[config.mk]
export PLATFORM = sky130hd
export DESIGN_NAME = adc_responder
export DESIGN_NICKNAME = d
export VERILOG_FILES = /design/src/rtl/adc_responder.sv
export SDC_FILE = /design/constraint.sdc
export NUM_CORES = 1
export LEC_CHECK = 0
export CAP_MARGIN = 30
export CORE_MARGIN = 5
export CORE_UTILIZATION = 40
export CTS_BUF_LIST = sky130_fd_sc_hd__clkbuf_16
export CTS_CLUSTER_DIAMETER = 150
export DETAILED_ROUTE_END_ITERATION = 6
export GPL_TIMING_DRIVEN = 0
export MAX_ROUTING_LAYER = met4
export PLACE_DENSITY = 0.66
export SETUP_SLACK_MARGIN = 0.1
export SYNTH_ARGS = -nofsm -noshare
export SYNTH_HDL_FRONTEND = slang
export SYNTH_SLANG_ARGS = --single-unit
[constraint.sdc]
create_clock -name clk -period 5.53 [get_ports clk]
set_input_delay 1.659 -clock clk [delete_from_list [all_inputs] [get_ports clk]]
set_output_delay 1.659 -clock clk [all_outputs]
set_load 0.05 [all_outputs]
[src/rtl/adc_responder.sv]
// adc_responder: synthesizable stand-in for the serial safety ADC. It answers a
// CNV fall with a conversion delay, then shifts a zero-led frame carrying a
// 12-bit sample MSB-first on adc_sdo. It also keeps frame statistics and
// sticky protocol-error flags.
module adc_responder #(
  parameter int          CONV_CYCLES = 16,     // busy clocks after CNV fall (1..255)
  parameter int          LEAD_ZEROS  = 3,      // zero bits ahead of data MSB (0..7)
  parameter logic [11:0] RAMP_STEP   = 12'd1   // ramp increment per ramp-sourced frame
) (
  input  logic        clk,
  input  logic        rstn,
  input  logic        adc_convert,
  input  logic        adc_sck,
  input  logic        sample_sel,
  input  logic [11:0] sample_in,
  input  logic        err_clr,
  output logic        adc_sdo,
  output logic        busy,
  output logic        frame_done,
  output logic [11:0] last_value,
  output logic [4:0]  last_sck_count,
  output logic [1:0]  err_flags
);

  localparam int FW = LEAD_ZEROS + 12;

  typedef enum logic [1:0] {IDLE, CONV, SHIFT, DONE} state_t;

  state_t         state;
  logic           cnv_q;
  logic           sck_q;
  logic [7:0]     conv_cnt;
  logic [FW-1:0]  shreg;
  logic [4:0]     sck_cnt;
  logic [11:0]    ramp;
  logic           ramp_src;

  logic           cnv_fall;
  logic           cnv_rise;
  logic           sck_rise;
  logic           in_frame;
  logic [11:0]    word_sel;
  logic [FW-1:0]  frame_load;
  logic [4:0]     sck_cnt_inc;
  logic [1:0]     err_new;

  // Edge detection, word selection, saturating sck count and new error events
  always_comb begin
    cnv_fall    = cnv_q & ~adc_convert;
    cnv_rise    = ~cnv_q & adc_convert;
    sck_rise    = ~sck_q & adc_sck;
    in_frame    = (state == CONV) || (state == SHIFT);
    word_sel    = sample_sel ? ramp : sample_in;
    frame_load  = FW'(word_sel);
    sck_cnt_inc = sck_cnt;
    if (sck_rise && in_frame && (sck_cnt != 5'd31)) begin
      sck_cnt_inc = sck_cnt + 5'd1;
    end
    err_new    = 2'b00;
    err_new[0] = sck_rise && (state == CONV);
    err_new[1] = sck_rise && ((state == IDLE) || (state == DONE));
  end

  // Protocol FSM with registered outputs; frame statistics and the ramp are
  // committed on the edge that enters DONE so they are visible with frame_done
  always_ff @(posedge clk or negedge rstn) begin
    if (!rstn) begin
      state          <= IDLE;
      cnv_q          <= 1'b1;
      sck_q          <= 1'b0;
      conv_cnt       <= '0;
      shreg          <= '0;
      sck_cnt        <= '0;
      ramp           <= '0;
      ramp_src       <= 1'b0;
      adc_sdo        <= 1'b0;
      busy           <= 1'b0;
      frame_done     <= 1'b0;
      last_value     <= '0;
      last_sck_count <= '0;
      err_flags      <= '0;
    end else begin
      cnv_q      <= adc_convert;
      sck_q      <= adc_sck;
      frame_done <= 1'b0;
      // A new error event overrides a coincident clear
      err_flags  <= (err_clr ? 2'b00 : err_flags) | err_new;

      case (state)
        IDLE: begin
          adc_sdo <= 1'b0;
          busy    <= 1'b0;
          if (cnv_fall) begin
            shreg      <= frame_load;
            adc_sdo    <= frame_load[FW-1];
            last_value <= word_sel;
            ramp_src   <= sample_sel;
            sck_cnt    <= '0;
            conv_cnt   <= 8'(CONV_CYCLES - 1);
            busy       <= 1'b1;
            state      <= CONV;
          end
        end

        CONV: begin
          // sck rises here are counted and flagged but never shift the frame
          sck_cnt <= sck_cnt_inc;
          if (cnv_rise) begin
            state          <= DONE;
            busy           <= 1'b0;
            adc_sdo        <= 1'b0;
            frame_done     <= 1'b1;
            last_sck_count <= sck_cnt_inc;
            if (ramp_src) ramp <= ramp + RAMP_STEP;
          end else if (conv_cnt == 8'd0) begin
            state <= SHIFT;
            busy  <= 1'b0;
          end else begin
            conv_cnt <= conv_cnt - 8'd1;
          end
        end

        SHIFT: begin
          sck_cnt <= sck_cnt_inc;
          if (cnv_rise) begin
            state          <= DONE;
            adc_sdo        <= 1'b0;
            frame_done     <= 1'b1;
            last_sck_count <= sck_cnt_inc;
            if (ramp_src) ramp <= ramp + RAMP_STEP;
          end else if (sck_rise) begin
            // Zero fill keeps adc_sdo low once the frame is exhausted
            shreg   <= shreg << 1;
            adc_sdo <= shreg[FW-2];
          end
        end

        default: begin
          // DONE: the one-clock frame_done window, then back to IDLE
          adc_sdo <= 1'b0;
          busy    <= 1'b0;
          state   <= IDLE;
        end
      endcase
    end
  end

endmodule

# Word-level counts from Yosys, hierarchy flattened
# Index checks and enable logic that the tools add are counted.
[totals]
latchBits = 0
elab_cells = 87
ram_bits = 0
rom_bits = 0
register_bits = 66
input_bits = 18
mem_count = 0
[classes]
n_mux = 28
reduce_logical = 21
multipliers = 0
n_addsub = 3
bitwise_logic = 8
n_lt_le_gt_ge = 0
n_div = 0
n_eq_ne = 13
n_shift = 0
[op_table]
columns = ["op", "n"]
rows = [
  ["$mux W14", 3],
  ["$pmux W14 S2", 1],
  ["$mux W8", 3],
  ["$pmux W8 S2", 1],
  ["$ne A2 B2 Y1 const B", 7],
  ["$add A12 B1 Y12 const B", 1],
  ["$mux W12", 1],
  ["$mux W2", 5],
  ["$mux W5", 2],
  ["$pmux W5 S2", 1],
  ["$reduce_and A2 Y1", 5],
  ["$logic_not A8 Y1", 1],
  ["$mux W1", 8],
  ["$reduce_and A4 Y1", 2],
  ["$sub A8 B1 Y8 const B", 1],
  ["$pmux W2 S3", 1],
  ["$reduce_and A3 Y1", 2],
  ["$reduce_bool A2 Y1", 3],
  ["$add A5 B1 Y5 const B", 1],
  ["$ne A5 B5 Y1 const B", 1],
  ["$eq A2 B2 Y1 const B", 2],
  ["$logic_and A1 B1 Y1", 4],
  ["$not A1 Y1", 4],
  ["$and A1 B1 Y1", 3],
  ["9 further kinds", 10],
]

# Depth between registers and ports, before layout
[depth]
depth_word = 6
depth_mapped = 8
ltp_nobuf = 7

# Worst setup path after synthesis
# OpenSTA, ideal clock, no wires.
[synth_path]
path_type = "input to register"
startpoint = "in sample_sel"
endpoint = "reg shreg[4]"
stages = 4
t_required_ns = 5.405
setup_time_ns = 0.125
path_slack_ns = 2.469
t_arrival_ns = 2.936
n_path_buf = 1
path_cell_list = "buf_1 mux2_2 mux2_2 mux2_2"
[synth_between]
elab_chain_cells = 3
[synth_rtl]
columns = ["element", "line", "source"]
rows = [
  ["from (decl)", "14", "input logic sample_sel,"],
  ["$mux W12", "53", "word_sel = sample_sel ? ramp : sample_in;"],
  ["$mux W14", "93", "if (cnv_fall) begin"],
  ["$pmux W14 S2", "89", "case (state)"],
  ["to (signal assigned)", "94", "shreg <= frame_load;"],
  ["to (signal assigned)", "133", "shreg <= shreg << 1;"],
  ["to (decl)", "33", "logic [FW-1:0] shreg;"],
]
# No other way between the ends. The select of a mux whose other input is x is not followed.
# A chain may end at the register's enable or synchronous reset.

# Worst setup path after layout
[layout_path]
startpoint = "in adc_convert"
endpoint = "reg shreg[11]"
[layout_between]
elab_chain_cells = 4
word_cells_on_any_way = 6
classes_between = "eq/ne (2); bitwise (3); reduce/logical (1)"
[layout_rtl]
columns = ["element", "line", "source"]
rows = [
  ["from (decl)", "12", "input logic adc_convert,"],
  ["$not A1 Y1", "49", "cnv_fall = cnv_q & ~adc_convert;"],
  ["$and A1 B1 Y1", "49", ""],
  ["$ne A2 B2 Y1 (no source line)", "--", ""],
  ["$reduce_and A4 Y1 (no source line) *", "--", ""],
]
# Mark *: on every way between the ends. The rest lies on a longest branch, timed or not.

==> results_dict.tcl <==
set metrics [dict create \
    outcome "finished, final reports clean" \
    die_w_microns 101 \
    clk_latency_ns 0.33 \
    crit_chain "clkdlybuf4s50_1, nand3b_2, nor2_1, a31oi_1, buf_2, mux2_2" \
    grt_remaining_overflow 0 \
    synthDistinctLibCells 54 \
    ys_ff_latch 66 \
    die_area_sq_um 10100 \
    finalWorstSetupSlack_ns 1.84 \
    avgSynthCellArea_sq_um 10.5 \
    postPlaceCellArea_sq_um 3800 \
    yosys_warnings 0 \
    nNetsFinal 389 \
    min_period_over_period 0.667 \
    portBuffers 39 \
    hold_buffers 0 \
    min_period_ns 3.69 \
    final_cell_mix "dfrtp_1 (65), nand2_1 (50), clkdlybuf4s50_1 (38)" \
    worst_ep_required_time_ns 5.74 \
    ir_worst_vdd_v 0.000309 \
    dp_hpwl_mm 5.03 \
    route.detailed.drc 0 \
    root_buffer "clkbuf_16" \
    num_vias 2465 \
    ant_nets 0 \
    max_freq_mhz 271 \
    io_pins 40 \
    clkSlewWorstSetupHoldPaths_ns 0.06 \
    finalSetupTns_ns 0 \
    postLayoutCellArea_sq_um 4140 \
    num-fill-cells 747 \
    leakagePower_nw 1.92 \
    crit_buf_inv 2 \
    htree_levels 3 \
    cpPeakStageDelay_ns 0.69 \
    grt_antenna_before_repair 0 \
    syn-instance-count 313 \
    dieHeight_microns 101 \
    path_delay_family "buffers and inverters" \
    area_growth_pct 26.0 \
    ys_async_sr_fraction 1.00 \
    dpl_worst_slack_ns 1.52 \
    final_common_cell "dfrtp_1" \
    grt_pass1_wl_mm 12.2 \
    cts_buffers 9 \
    maxCapViolCount 0 \
    place_congestion 0.769 \
    power.density_nw_per_um2 537 \
    finalClockSkew_ns 0.00701 \
    rsz0062_at_grt "no" \
    via_per_inst 5.21 \
    post_cts_buffers 0 \
    arrival_ns 3.89 \
    finalSetupViolations 0 \
    wl_mm 7.14 \
    relSlewSlack 0.425 \
    syn_area_sq_um 3280 \
    postCtsResizedCells 0 \
    crit_path_end_kind "register" \
    worstSetupPathType "in2reg" \
    timing.final.hold_violations 0 \
    synth_fp_nets 339 \
    critPathSlowestCell "clkdlybuf4s50_1" \
    clk_path_buf_depth 2 \
    row_count 33 \
    synth_edf_count 0 \
    core-area_sq_um 8090 \
    start_util 0.406 \
    ys_seq_area_frac 0.503 \
    layout-drive-gt1-share 0.144 \
    drv_slew 0 \
    grt_max_degree 67 \
    wire_per_inst_microns 15.1 \
    first_global_vias 2515 \
    grt_use_total 0.160 \
    path_max_fanout 10 \
    drt-initial-drc-count 82 \
    startpoint_type "input port" \
    cts_sinks 66 \
    worst_pin_slew_ns 0.862 \
    hold_class "reg2reg" \
    antennaDiodeCount 0 \
    ys.flop_type "dfrtp_1" \
    dr.pass1.iters 4 \
    cts_tree "built" \
]
[worst min-delay path, stage by stage (launching register included)]
cell     delay, ns
dfrtp_1       0.34
nand2_1       0.04
o21ai_0       0.06
[metal layers]
metal  part of all wire  GRT usage  vias to the layer above
met5                  0          -                        -
met4              0.027     0.0611                        0
met3              0.047     0.0581                       14
met2               0.47      0.233                       63
met1               0.46      0.203                     1191
li1                   -          -                     1197
[state kept, by name, summed over array words and instances (netlist names), 2 cells and up]
signal / flops
state: 2
shreg: 14
last_value: 12
conv_cnt: 8
err_flags: 2
ramp: 12
sck_cnt: 5
last_sck_count: 5
[report_power, final]
group          switching [mW]  total [mW]  internal, mW
registers              0.0977       0.721         0.624
logic                   0.515       0.858         0.343
clock network           0.204       0.640         0.436
total                   0.817        2.22          1.40
[cell type report]
type	instances	area, sq um	area share
plain buffers	11	60.1	0.0145
repair buffers	39	388	0.0938
well taps	105	131	0.0318
clock inverters	7	109	0.0263
clock buffers	9	225	0.0544
inverters	16	60.1	0.0145
flip-flops and latches	66	1650	0.400
multi-input cells	220	1510	0.365
[worst paths after layout]
kind / start / end / slack (ns) / depth (start not counted)
setup / recovery: adc_convert / shreg[11] / 1.84 / 6
hold / removal: last_sck_count[3] / last_sck_count[3] / 0.47 / 2
setup reg to reg: state[0] / shreg[11] / 3.09 / 8
hold reg to reg: last_sck_count[3] / last_sck_count[3] / 0.47 / 2
max in group asynchronous: rstn / shreg[12] / 3.52 / 1
min in group asynchronous: rstn / last_value[6] / 1.44 / 1
[cell usage after synthesis, types with 3 or more instances]
cell type	n	area share
a21oi_1	10	0.015
mux2i_1	18	0.055
nor2_1	7	0.0080
mux2_2	21	0.072
ha_1	8	0.030
o21ai_0	19	0.029
nor3_1	8	0.012
buf_2	3	0.0046
clkbuf_1	4	0.0046
inv_1	16	0.018
dfrtp_1	65	0.50
nand3_1	10	0.015
nor2b_1	4	0.0076
nand4_1	4	0.0076
and3_1	5	0.0095
xor2_1	6	0.016
nand2b_1	3	0.0057
a21o_1	3	0.0069
nand2_1	50	0.057
xnor2_1	8	0.021
[cell families after synthesis]
family	synth area share
AND/OR/NAND/NOR	0.160
AO/OA/AOI/OAI	0.105
flip-flops	0.503
buffers and inverters	0.0366
multiplexers	0.127
adder cells (fa/ha/maj)	0.0305
XOR/XNOR	0.0373
[metrics by stage]
| stage | hold slack [ns] | power (mW) | cells | util |
|---|---|---|---|---|
| after floorplan | 0.444 | 1.33 | 313 | - |
| after global placement | 0.456 | 1.57 | 457 | 0.470 |
| after detailed placement | 0.469 | 1.59 | 457 | 0.470 |
| after CTS | 0.482 | 2.24 | 473 | 0.511 |
| after global routing | 0.505 | 2.36 | 473 | 0.511 |
| final | 0.473 | 2.22 | 473 | 0.511 |
Power figures use the tool's default switching activity.
